**src/rtl/mem_loader_pkg.sv**
```systemverilog
// rtl/mem_loader_pkg.sv - shared types and helpers for mem_loader (feature macro MEM_LOADER_VERIFY_EN)
package mem_loader_pkg;

  localparam int BYTE_W = 8;

  typedef enum logic [2:0] {
    S_IDLE    = 3'd0,
    S_COLLECT = 3'd1,
    S_WRITE   = 3'd2,
    S_CSUM    = 3'd3,
    S_VERIFY  = 3'd4,
    S_CHECK   = 3'd5
  } state_e;

  function automatic int bytes_of(input int data_size);
    return data_size / BYTE_W;
  endfunction

endpackage

```
**src/rtl/mem_loader_if.sv**
```systemverilog
// rtl/mem_loader_if.sv - byte stream and memory write port bundle for mem_loader
interface mem_loader_if
  import mem_loader_pkg::*;
#(
  parameter int DATA_SIZE  = 16,
  parameter int ADDR_SIZE  = 8,
  parameter int INSTR_SIZE = 24
);

  logic [BYTE_W-1:0]     rx_data;
  logic                  rx_valid;
  logic                  rx_ready;
  logic [ADDR_SIZE-1:0]  current_addr;
  logic [DATA_SIZE-1:0]  in_data;
  logic                  write_en;
  logic                  execute;
  logic [INSTR_SIZE-1:0] out_data;

  modport master (
    input  rx_data,
    input  rx_valid,
    input  out_data,
    output rx_ready,
    output current_addr,
    output in_data,
    output write_en,
    output execute
  );

  modport slave (
    output rx_data,
    output rx_valid,
    output out_data,
    input  rx_ready,
    input  current_addr,
    input  in_data,
    input  write_en,
    input  execute
  );

endinterface

```
**src/rtl/mem_loader_byte_assembler.sv**
```systemverilog
// rtl/mem_loader_byte_assembler.sv - packs little-endian bytes into one DATA_SIZE-bit word
module byte_assembler
  import mem_loader_pkg::*;
#(
  parameter int DATA_SIZE = 16
) (
  input  logic                 clk,
  input  logic                 rst_n,
  input  logic                 clear,
  input  logic                 byte_valid,
  input  logic [BYTE_W-1:0]    byte_in,
  output logic [DATA_SIZE-1:0] word,
  output logic                 word_complete
);

  localparam int BYTES = bytes_of(DATA_SIZE);
  localparam int CNT_W = (BYTES > 1) ? $clog2(BYTES) : 1;

  logic [CNT_W-1:0]     cnt_q, cnt_d;
  logic [DATA_SIZE-1:0] word_q, word_d;

  always_comb begin
    cnt_d         = cnt_q;
    word_d        = word_q;
    word_complete = 1'b0;
    if (clear) begin
      cnt_d  = '0;
      word_d = '0;
    end else if (byte_valid) begin
      for (int i = 0; i < BYTES; i++) begin
        if (cnt_q == CNT_W'(i)) begin
          word_d[BYTE_W*i +: BYTE_W] = byte_in;
        end
      end
      if (cnt_q == CNT_W'(BYTES - 1)) begin
        cnt_d         = '0;
        word_complete = 1'b1;
      end else begin
        cnt_d = cnt_q + CNT_W'(1);
      end
    end
  end

  always_ff @(posedge clk) begin
    if (!rst_n) begin
      cnt_q  <= '0;
      word_q <= '0;
    end else begin
      cnt_q  <= cnt_d;
      word_q <= word_d;
    end
  end

  assign word = word_q;

endmodule

```
**src/rtl/mem_loader.sv**
```systemverilog
// rtl/mem_loader.sv - byte-stream program loader for the instruction memory; MEM_LOADER_VERIFY_EN adds checksum read-back
module mem_loader
  import mem_loader_pkg::*;
#(
  parameter int INSTR_SIZE   = 24,
  parameter int DATA_SIZE    = 16,
  parameter int ADDR_SIZE    = 8,
  parameter int PROGRAM_SIZE = 16
) (
  input  logic                 clk,
  input  logic                 rst_n,
  input  logic                 start,
  mem_loader_if.master         bus,
  output logic                 busy,
  output logic                 done,
  output logic                 error,
  output logic [ADDR_SIZE:0]   words_written
);

  localparam logic [2:0] IDLE    = S_IDLE;
  localparam logic [2:0] COLLECT = S_COLLECT;
  localparam logic [2:0] WRITE   = S_WRITE;
`ifdef MEM_LOADER_VERIFY_EN
  localparam logic [2:0] CSUM    = S_CSUM;
  localparam logic [2:0] VERIFY  = S_VERIFY;
  localparam logic [2:0] CHECK   = S_CHECK;
`endif

  localparam logic [ADDR_SIZE-1:0] LAST_ADDR = ADDR_SIZE'(PROGRAM_SIZE - 1);
  localparam logic [ADDR_SIZE:0]   LAST_WORD = (ADDR_SIZE + 1)'(PROGRAM_SIZE - 1);

  logic [2:0]           state_q, state_d;
  logic [ADDR_SIZE-1:0] addr_q, addr_d;
  logic [ADDR_SIZE:0]   words_q, words_d;
  logic                 done_q, done_d;

  logic                 rx_ready;
  logic                 wr_pulse;
  logic                 asm_clear;
  logic                 asm_valid;
  logic                 word_complete;
  logic [DATA_SIZE-1:0] asm_word;

`ifdef MEM_LOADER_VERIFY_EN
  logic [DATA_SIZE-1:0] sum_q, sum_d;
  logic                 mism_q, mism_d;
  logic                 error_q, error_d;
`endif

  // The same assembler collects payload words and, afterwards, the checksum trailer.
`ifdef MEM_LOADER_VERIFY_EN
  assign rx_ready = (state_q == COLLECT) || (state_q == CSUM);
`else
  assign rx_ready = (state_q == COLLECT);
`endif
  assign asm_valid = bus.rx_valid & rx_ready;

  byte_assembler #(
    .DATA_SIZE(DATA_SIZE)
  ) u_asm (
    .clk          (clk),
    .rst_n        (rst_n),
    .clear        (asm_clear),
    .byte_valid   (asm_valid),
    .byte_in      (bus.rx_data),
    .word         (asm_word),
    .word_complete(word_complete)
  );

  always_comb begin
    state_d   = state_q;
    addr_d    = addr_q;
    words_d   = words_q;
    done_d    = done_q;
    asm_clear = 1'b0;
    wr_pulse  = 1'b0;
`ifdef MEM_LOADER_VERIFY_EN
    sum_d     = sum_q;
    mism_d    = mism_q;
    error_d   = error_q;
`endif
    case (state_q)
      IDLE: begin
        if (start) begin
          state_d   = COLLECT;
          addr_d    = '0;
          words_d   = '0;
          done_d    = 1'b0;
          asm_clear = 1'b1;
`ifdef MEM_LOADER_VERIFY_EN
          error_d   = 1'b0;
`endif
        end
      end
      COLLECT: begin
        if (word_complete) begin
          state_d = WRITE;
        end
      end
      WRITE: begin
        wr_pulse = 1'b1;
        words_d  = words_q + (ADDR_SIZE + 1)'(1);
        if (words_q == LAST_WORD) begin
`ifdef MEM_LOADER_VERIFY_EN
          state_d = CSUM;
`else
          state_d = IDLE;
          done_d  = 1'b1;
`endif
        end else begin
          addr_d  = addr_q + ADDR_SIZE'(1);
          state_d = COLLECT;
        end
      end
`ifdef MEM_LOADER_VERIFY_EN
      CSUM: begin
        if (word_complete) begin
          state_d = VERIFY;
          addr_d  = '0;
          sum_d   = '0;
          mism_d  = 1'b0;
        end
      end
      VERIFY: begin
        // Any bit above the payload must read back zero since the memory zero-extends.
        sum_d  = sum_q + bus.out_data[DATA_SIZE-1:0];
        mism_d = mism_q | (|bus.out_data[INSTR_SIZE-1:DATA_SIZE]);
        if (addr_q == LAST_ADDR) begin
          state_d = CHECK;
        end else begin
          addr_d = addr_q + ADDR_SIZE'(1);
        end
      end
      CHECK: begin
        error_d = (sum_q != asm_word) | mism_q;
        done_d  = 1'b1;
        state_d = IDLE;
      end
`endif
      default: begin
        state_d = IDLE;
      end
    endcase
  end

  always_ff @(posedge clk) begin
    if (!rst_n) begin
      state_q <= IDLE;
      addr_q  <= '0;
      words_q <= '0;
      done_q  <= 1'b0;
`ifdef MEM_LOADER_VERIFY_EN
      sum_q   <= '0;
      mism_q  <= 1'b0;
      error_q <= 1'b0;
`endif
    end else begin
      state_q <= state_d;
      addr_q  <= addr_d;
      words_q <= words_d;
      done_q  <= done_d;
`ifdef MEM_LOADER_VERIFY_EN
      sum_q   <= sum_d;
      mism_q  <= mism_d;
      error_q <= error_d;
`endif
    end
  end

`ifdef MEM_LOADER_VERIFY_EN
  assign error = error_q;
`else
  logic [INSTR_SIZE-1:0] unused_rd_word;
  assign unused_rd_word = bus.out_data;
  assign error          = 1'b0;
`endif

  assign bus.rx_ready     = rx_ready;
  assign bus.current_addr = addr_q;
  assign bus.in_data      = asm_word;
  assign bus.write_en     = wr_pulse;
  assign bus.execute      = wr_pulse;
  assign busy             = (state_q != IDLE);
  assign done             = done_q;
  assign words_written    = words_q;

endmodule

```
**src/flat_wrapper.sv**
```systemverilog
// flat-port wrapper written by rule: the top's interface ports become plain ports
module mem_loader_flat import mem_loader_pkg::*;
#(
  parameter int INSTR_SIZE   = 24,
  parameter int DATA_SIZE    = 16,
  parameter int ADDR_SIZE    = 8,
  parameter int PROGRAM_SIZE = 16
)
  (clk, rst_n, start, busy, done, error, words_written, bus_rx_data, bus_rx_valid, bus_out_data, bus_rx_ready, bus_current_addr, bus_in_data, bus_write_en, bus_execute);
  mem_loader_if #(.DATA_SIZE(DATA_SIZE), .ADDR_SIZE(ADDR_SIZE), .INSTR_SIZE(INSTR_SIZE)) bus_i ();
  input  logic clk;
  input  logic rst_n;
  input  logic start;
  output logic busy;
  output logic done;
  output logic error;
  output logic [ADDR_SIZE:0] words_written;
  input wire logic [$bits(bus_i.rx_data)-1:0] bus_rx_data;
  input wire logic [$bits(bus_i.rx_valid)-1:0] bus_rx_valid;
  input wire logic [$bits(bus_i.out_data)-1:0] bus_out_data;
  output wire logic [$bits(bus_i.rx_ready)-1:0] bus_rx_ready;
  output wire logic [$bits(bus_i.current_addr)-1:0] bus_current_addr;
  output wire logic [$bits(bus_i.in_data)-1:0] bus_in_data;
  output wire logic [$bits(bus_i.write_en)-1:0] bus_write_en;
  output wire logic [$bits(bus_i.execute)-1:0] bus_execute;
  assign bus_i.rx_data = bus_rx_data;
  assign bus_i.rx_valid = bus_rx_valid;
  assign bus_i.out_data = bus_out_data;
  assign bus_rx_ready = bus_i.rx_ready;
  assign bus_current_addr = bus_i.current_addr;
  assign bus_in_data = bus_i.in_data;
  assign bus_write_en = bus_i.write_en;
  assign bus_execute = bus_i.execute;
  mem_loader #(.INSTR_SIZE(INSTR_SIZE), .DATA_SIZE(DATA_SIZE), .ADDR_SIZE(ADDR_SIZE), .PROGRAM_SIZE(PROGRAM_SIZE)) u_core (.clk(clk), .rst_n(rst_n), .start(start), .bus(bus_i), .busy(busy), .done(done), .error(error), .words_written(words_written));
endmodule
```
**config.mk**
```make
export PLATFORM = sky130hd
export DESIGN_NAME = mem_loader_flat
export DESIGN_NICKNAME = d
export VERILOG_FILES = /design/src/rtl/mem_loader_pkg.sv /design/src/rtl/mem_loader_if.sv /design/src/rtl/mem_loader_byte_assembler.sv /design/src/rtl/mem_loader.sv /design/src/flat_wrapper.sv
export SDC_FILE = /design/constraint.sdc
export NUM_CORES = 1
export LEC_CHECK = 0
export BUFFER_PORTS_ARGS = -buffer_cell sky130_fd_sc_hd__buf_4
export CORE_MARGIN = 3
export CORE_UTILIZATION = 30
export CTS_CLUSTER_DIAMETER = 30
export DETAILED_ROUTE_END_ITERATION = 12
export SYNTH_ARGS = -nofsm -noshare
export SYNTH_HDL_FRONTEND = slang
export SYNTH_SLANG_ARGS = --single-unit
export TNS_END_PERCENT = 1
```
**constraint.sdc**
```tcl
create_clock -name clk -period 1.4 [get_ports clk]
set_input_delay 0.21 -clock clk [delete_from_list [all_inputs] [get_ports clk]]
set_output_delay 0.21 -clock clk [all_outputs]
set_load 0.005 [all_outputs]
```
# == Yosys cells after proc, flatten, opt, wreduce, memory -nomap -nowiden ==
# Cells that the tools add are included.
# totals
word_cells,49
out_inout_bits,39
ram_bits,0
mem_bits_ro,0
memories,0
register_bits,38
latch_bits,0
# op_classes
muxes,19
reduce_logical,10
shifts,0
eq_ne,7
n_div,0
n_bitwise,3
order_cmp,0
mul,0
add_sub_neg,3
# ops
cell,n
$pmux 9 s2,1
$mux 8,2
$pmux 8 s2,1
$mux 1,10
$add 9x1->9 const B,1
$eq 9x4->1 const B,1
$mux 9,1
$pmux 3 s3,1
$add 8x1->8 const B,1
$reduce_and 2->1,4
$mux 3,2
$ne 2x2->1 const B,3
$reduce_and 3->1,2
$eq 3x1->1 const B,1
$eq 3x2->1 const B,1
$logic_not 3->1,1
$reduce_bool 3->1,1
$ne 2x1->1 const B,1
$not 1->1,2
$pmux 1 s2,1
$reduce_bool 2->1,1
$reduce_or 2->1,1
$add 1x1->1 const B,1
$and 1x1->1,1

# == Longest topological paths before layout ==
# depth
depth_word,6
depth_mapped,7
mapped_depth_nobuf,5

# == By module ==
# From an unflattened synthesis, not the netlist that was laid out.
# hier_totals
hier_cells,197
hier_area_um2,1730.4
# by_module_without_submodules
module,seq_area_each_um2,area_per_inst_um2,n_inst,cells_each
mem_loader,400.4,1026.0,1,119
byte_assembler,340.3,704.4,1,78

# == Worst setup path after synthesis ==
# OpenSTA, ideal clock, no wires.
# synth_timing
kind,flip-flop to flip-flop
from,register u_core.words_q[0] (netlist: u_core.words_written[0])
to,register u_core.words_q[8] (netlist: u_core.words_written[8])
t_arrival_ps,1354
t_required_ps,1283
path_slack_ps,-70
stages_incl_launch_ff,6
period_less_slack_ps,1470
cell_sequence,dfxtp_1 -> ha_1 -> nand3_1 -> or4_4 -> nand3_1 -> o21ai_1
# synth_via
elab_chain_cells,2
# synth_lines
element,line_no,source
"start, declared",mem_loader.sv:34,"logic [ADDR_SIZE:0] words_q, words_d;"
"start signal, assigned",mem_loader.sv:160,words_q <= words_d;
$add 9x1->9,mem_loader.sv:102,words_d = words_q + (ADDR_SIZE + 1)'(1);
$pmux 9 s2,mem_loader.sv:82,case (state_q)
# No other way between the ends.
# A chain may end at the register's enable or synchronous reset.

# == Worst setup path in the final report ==
# layout_timing
from,register u_core.words_q[0] (netlist: u_core.words_written[0])
to,register u_core.addr_q[3] (netlist: u_core.bus.current_addr[3])
# layout_via
elab_chain_cells,3
# layout_lines
element,line_no,source
$eq 9x4->1,mem_loader.sv:103,if (words_q == LAST_WORD) begin
$ne 2x2->1 (no source line),-,
$reduce_and 3->1 (no source line),-,
"end signal, assigned",mem_loader.sv:159,addr_q <= addr_d;
"end, declared",mem_loader.sv:33,"logic [ADDR_SIZE-1:0] addr_q, addr_d;"
# No other way between the ends.

==> impl_metrics.tcl <==
set metrics [dict create \
    outcome "finished, final reports clean" \
    cts.htree.levels 2 \
    antenna_cells_inserted 0 \
    cp_slowest_stage_delay_ns 0.34 \
    antenna_violations_before_repair 0 \
    timing.critical_path.to "u_core.bus.current_addr[3]" \
    syn2layout_area_growth_pct 51.7 \
    cts_inserted_buffers 5 \
    drtIter0Drc 65 \
    maxSlewViolCount 0 \
    timing.final.hold_violations 0 \
    timing.setup.tns_ns 0 \
    drt_pass1_iterations 4 \
    worstSetupPathType "reg2reg" \
    grt_pass1_vias 1459 \
    core_um2 5200 \
    finalWorstPathRequiredPeriod_ns 1.39 \
    worst_skew_pair.late_latency_ns 0.29 \
    post-synth-top-area-cell "sky130_fd_sc_hd__dfxtp_1" \
    number_of_buffer_cells_added_on_primary_ports 49 \
    area_of_the_mapped_netlist_um2 1650 \
    grt_overflow 0 \
    io-pin-count 75 \
    ctsHoldBuffers 0 \
    warning_count_from_the_yosys_run 0 \
    post-layout-total-power_mw 2.03 \
    critical-path-top-delay-family "flip-flops" \
    die_width_um 80.2 \
    reg2reg_to "u_core.bus.current_addr[3]" \
    critical_path_depth 6 \
    initial_core_util_pct 31.7 \
    crit_buf_inv 1 \
    placed_cells_incl_taps 341 \
    viasPerCell 4.61 \
    layout-drive-gt1-share_pct 42.7 \
    setup-violations-final 0 \
    busiest_layer "met2" \
    placedInstanceArea_um2 2320 \
    n_fill_cell 519 \
    routed_wl_per_cell_um 12.7 \
    p_per_area_nw_per_um2 809 \
    cts-root-to-sink-buffers 2 \
    postSynthCellCount 200 \
    crit_chain "ha_4, and4b_2, buf_4, a21o_4, nand2_4, a21oi_1" \
    wl_um 4460 \
    netlist-cell-type-count 41 \
    crit_path_start "u_core.words_written[0]" \
    tritoncts "done" \
    met2_usage_pct 21.4 \
    synth_top_cell_area_share_pct 44.8 \
    tritoncts_num_sinks 37 \
    route.antenna.remaining_nets 0 \
    worst_ir_drop_vdd_mv 0.347 \
    worstHoldPathType "in2reg" \
    root_buffer "sky130_fd_sc_hd__clkbuf_8" \
    clock_pin_slew_reported_for_the_worst_setup_and_hold_paths_after_clock_tree_synthesis_ns 0.08 \
    dp_hpwl_um 3220 \
    groute.layer.met3.usage_pct 3.59 \
    final_common_cell "sky130_fd_sc_hd__buf_4" \
    design_area_um2 2500 \
    timing.critical_path.to_type "register" \
    row_count 26 \
    die_area_um2 6430 \
    rsz0062_at_grt "yes" \
    r2r_start "u_core.words_written[0]" \
    finish.net_count 319 \
    setup_crit_start_kind "register" \
    die_y_um 80.2 \
    grt_pass1_wl_um 7240 \
    drc 0 \
    finalCritPeriodShare_pct 98.9 \
    crit_required_ns 1.58 \
    maxCapViolations 0 \
    max_clock_freq_mhz 722 \
    gp_congestion 0.792 \
    route.vias.total 1618 \
    instances_no_fill 351 \
    most_frequent_cells_in_the_layout "81 x sky130_fd_sc_hd__buf_4, 52 x sky130_fd_sc_hd__nand2_1, 30 x sky130_fd_sc_hd__dfxtp_1" \
    synth.yosys.seq_area_share_pct 44.8 \
    holdWs_ns 0.171 \
    worst_clock_skew_ns 0.00686 \
    ys_ff_latch 37 \
    critical_path_arrival_ns 1.56 \
    ys_top_cells_by_area "sky130_fd_sc_hd__dfxtp_1 45%, sky130_fd_sc_hd__nand2_1 12%, sky130_fd_sc_hd__a21oi_1 8.5%, sky130_fd_sc_hd__nand3_1 3.0%, sky130_fd_sc_hd__nor2b_1 1.9%" \
    rr_worst_depth 6 \
    grt_max_degree 22 \
    synthesis.area_per_instance_um2 8.26 \
    synthesis.nets 238 \
    cell_leakage_power_nw 1.06 \
    worst-path-max-fanout 5 \
    crit_slowest_cell "sky130_fd_sc_hd__dfxtp_2" \
    timing.reg2reg.setup_slack_ns 0.01 \
    met1_usage_pct 19.7 \
    grt_use_total_pct 14.4 \
]
-- registers in the layout, indices dropped and copies added (netlist names) --
signal and flops:
u_core.bus.current_addr 8, u_core.u_asm.word 16, u_core.words_written 9, u_core.u_asm.cnt_q 1, u_core.state_q 2, u_core.done 1
-- stage by stage --
step / worst slack (ns) / util, %
floorplan: -0.0238 / -
global placement: -0.0650 / 44.5
detailed placement: -0.0822 / 44.5
CTS: 0.00532 / 47.4
global route: -0.0709 / 48.1
finish: 0.0149 / 48.1
-- where the power goes --
| group | total [mW] | internal (mW) | switching [mW] |
|---|---|---|---|
| Clock | 0.765 | 0.389 | 0.376 |
| Sequential | 1.07 | 1.06 | 0.00796 |
| Combinational | 0.192 | 0.0969 | 0.0956 |
| Total | 2.03 | 1.55 | 0.479 |
-- metal layers --
| metal | part of all wire (%) | vias to the layer above |
|---|---|---|
| li1 | - | 848 |
| met1 | 47 | 725 |
| met2 | 46 | 37 |
| met3 | 4.6 | 8 |
| met4 | 2.1 | 0 |
| met5 | 0 | - |
-- synth_stat cells --
cell type and number:
sky130_fd_sc_hd__mux2_2 2, sky130_fd_sc_hd__a22oi_1 2, sky130_fd_sc_hd__mux2i_1 2, sky130_fd_sc_hd__conb_1 1, sky130_fd_sc_hd__a21oi_1 28, sky130_fd_sc_hd__inv_2 1
sky130_fd_sc_hd__nand2b_4 1, sky130_fd_sc_hd__and3_1 4, sky130_fd_sc_hd__a32o_1 1, sky130_fd_sc_hd__and4b_1 1, sky130_fd_sc_hd__or4_4 1, sky130_fd_sc_hd__nor4_4 1
sky130_fd_sc_hd__or2_2 1, sky130_fd_sc_hd__o21ai_1 1, sky130_fd_sc_hd__nor2_1 8, sky130_fd_sc_hd__clkbuf_1 2, sky130_fd_sc_hd__nand2_1 53, sky130_fd_sc_hd__nand4_1 3
sky130_fd_sc_hd__o221ai_1 1, sky130_fd_sc_hd__a21boi_1 1, sky130_fd_sc_hd__or3b_1 1, sky130_fd_sc_hd__a21bo_1 1, sky130_fd_sc_hd__o21bai_2 1, sky130_fd_sc_hd__o21ai_0 4
sky130_fd_sc_hd__a31oi_4 1, sky130_fd_sc_hd__a21o_2 1, sky130_fd_sc_hd__buf_2 3, sky130_fd_sc_hd__nor2b_1 5, sky130_fd_sc_hd__nor3_1 2, sky130_fd_sc_hd__a21boi_0 1
sky130_fd_sc_hd__and2_1 3, sky130_fd_sc_hd__nand3b_1 2, sky130_fd_sc_hd__inv_1 1, sky130_fd_sc_hd__dfxtp_1 37, sky130_fd_sc_hd__nand2b_1 3, sky130_fd_sc_hd__o22ai_1 1
sky130_fd_sc_hd__a41oi_1 1, sky130_fd_sc_hd__buf_4 4, sky130_fd_sc_hd__ha_1 2, sky130_fd_sc_hd__buf_6 1, sky130_fd_sc_hd__nand3_1 10
-- logic make-up (layout without fill, tap and decap cells) --
logic type / Yosys count / after routing / synth area share [%]
simple gates: 99 / 99 / 29.5
other cells: 1 / 1 / 0.227
compound gates: 45 / 45 / 17.0
flops: 37 / 37 / 44.8
mux: 4 / 4 / 2.58
fa+ha+maj: 2 / 2 / 1.51
buf+inv: 12 / 93 / 4.32
-- worst reg2reg max path, delay by kind of cell (launching register included) --
kind	cells	cell delay [ns]
adders and majority gates	1	0.16
DFF	1	0.34
buffers and inverters	1	0.15
AOI/OAI and AO/OA	2	0.28
and+or+nand+nor	2	0.34
-- worst min-delay path by stage --
stage	startpoint	endpoint	slack, ns	cells after the start
final	bus_rx_data[1]	u_core.u_asm.word[1]	0.17	3
after global routing	bus_rx_data[1]	u_core.u_asm.word[1]	0.16	3
after CTS	bus_rx_data[1]	u_core.u_asm.word[1]	0.16	3
after detailed placement	u_core.u_asm.word[3]	u_core.u_asm.word[3]	0.45	2
after global placement	u_core.u_asm.word[15]	u_core.u_asm.word[15]	0.44	2
after floorplan	bus_rx_data[0]	u_core.u_asm.word[0]	0.35	2
-- cell type report --
cell class | instances | area, µm² | share of cell area (%)
sequential | 37 | 754 | 30.1
inverter | 2 | 10.0 | 0.400
clock buffer | 6 | 82.6 | 3.30
clock inverter | 1 | 7.51 | 0.300
tap | 70 | 87.6 | 3.50
timing repair buffer | 84 | 659 | 26.3
multi-input combinational | 151 | 903 | 36.1
-- what timing repair did --
action / CTS / global route
gates cloned: 0 / 0
buffers inserted: 4 / 0
pin swaps: 1 / 1
gates resized for setup: 11 / 10
endpoints found under the setup margin: 9 / 26
No activity file was read; power rests on OpenSTA's default activity.
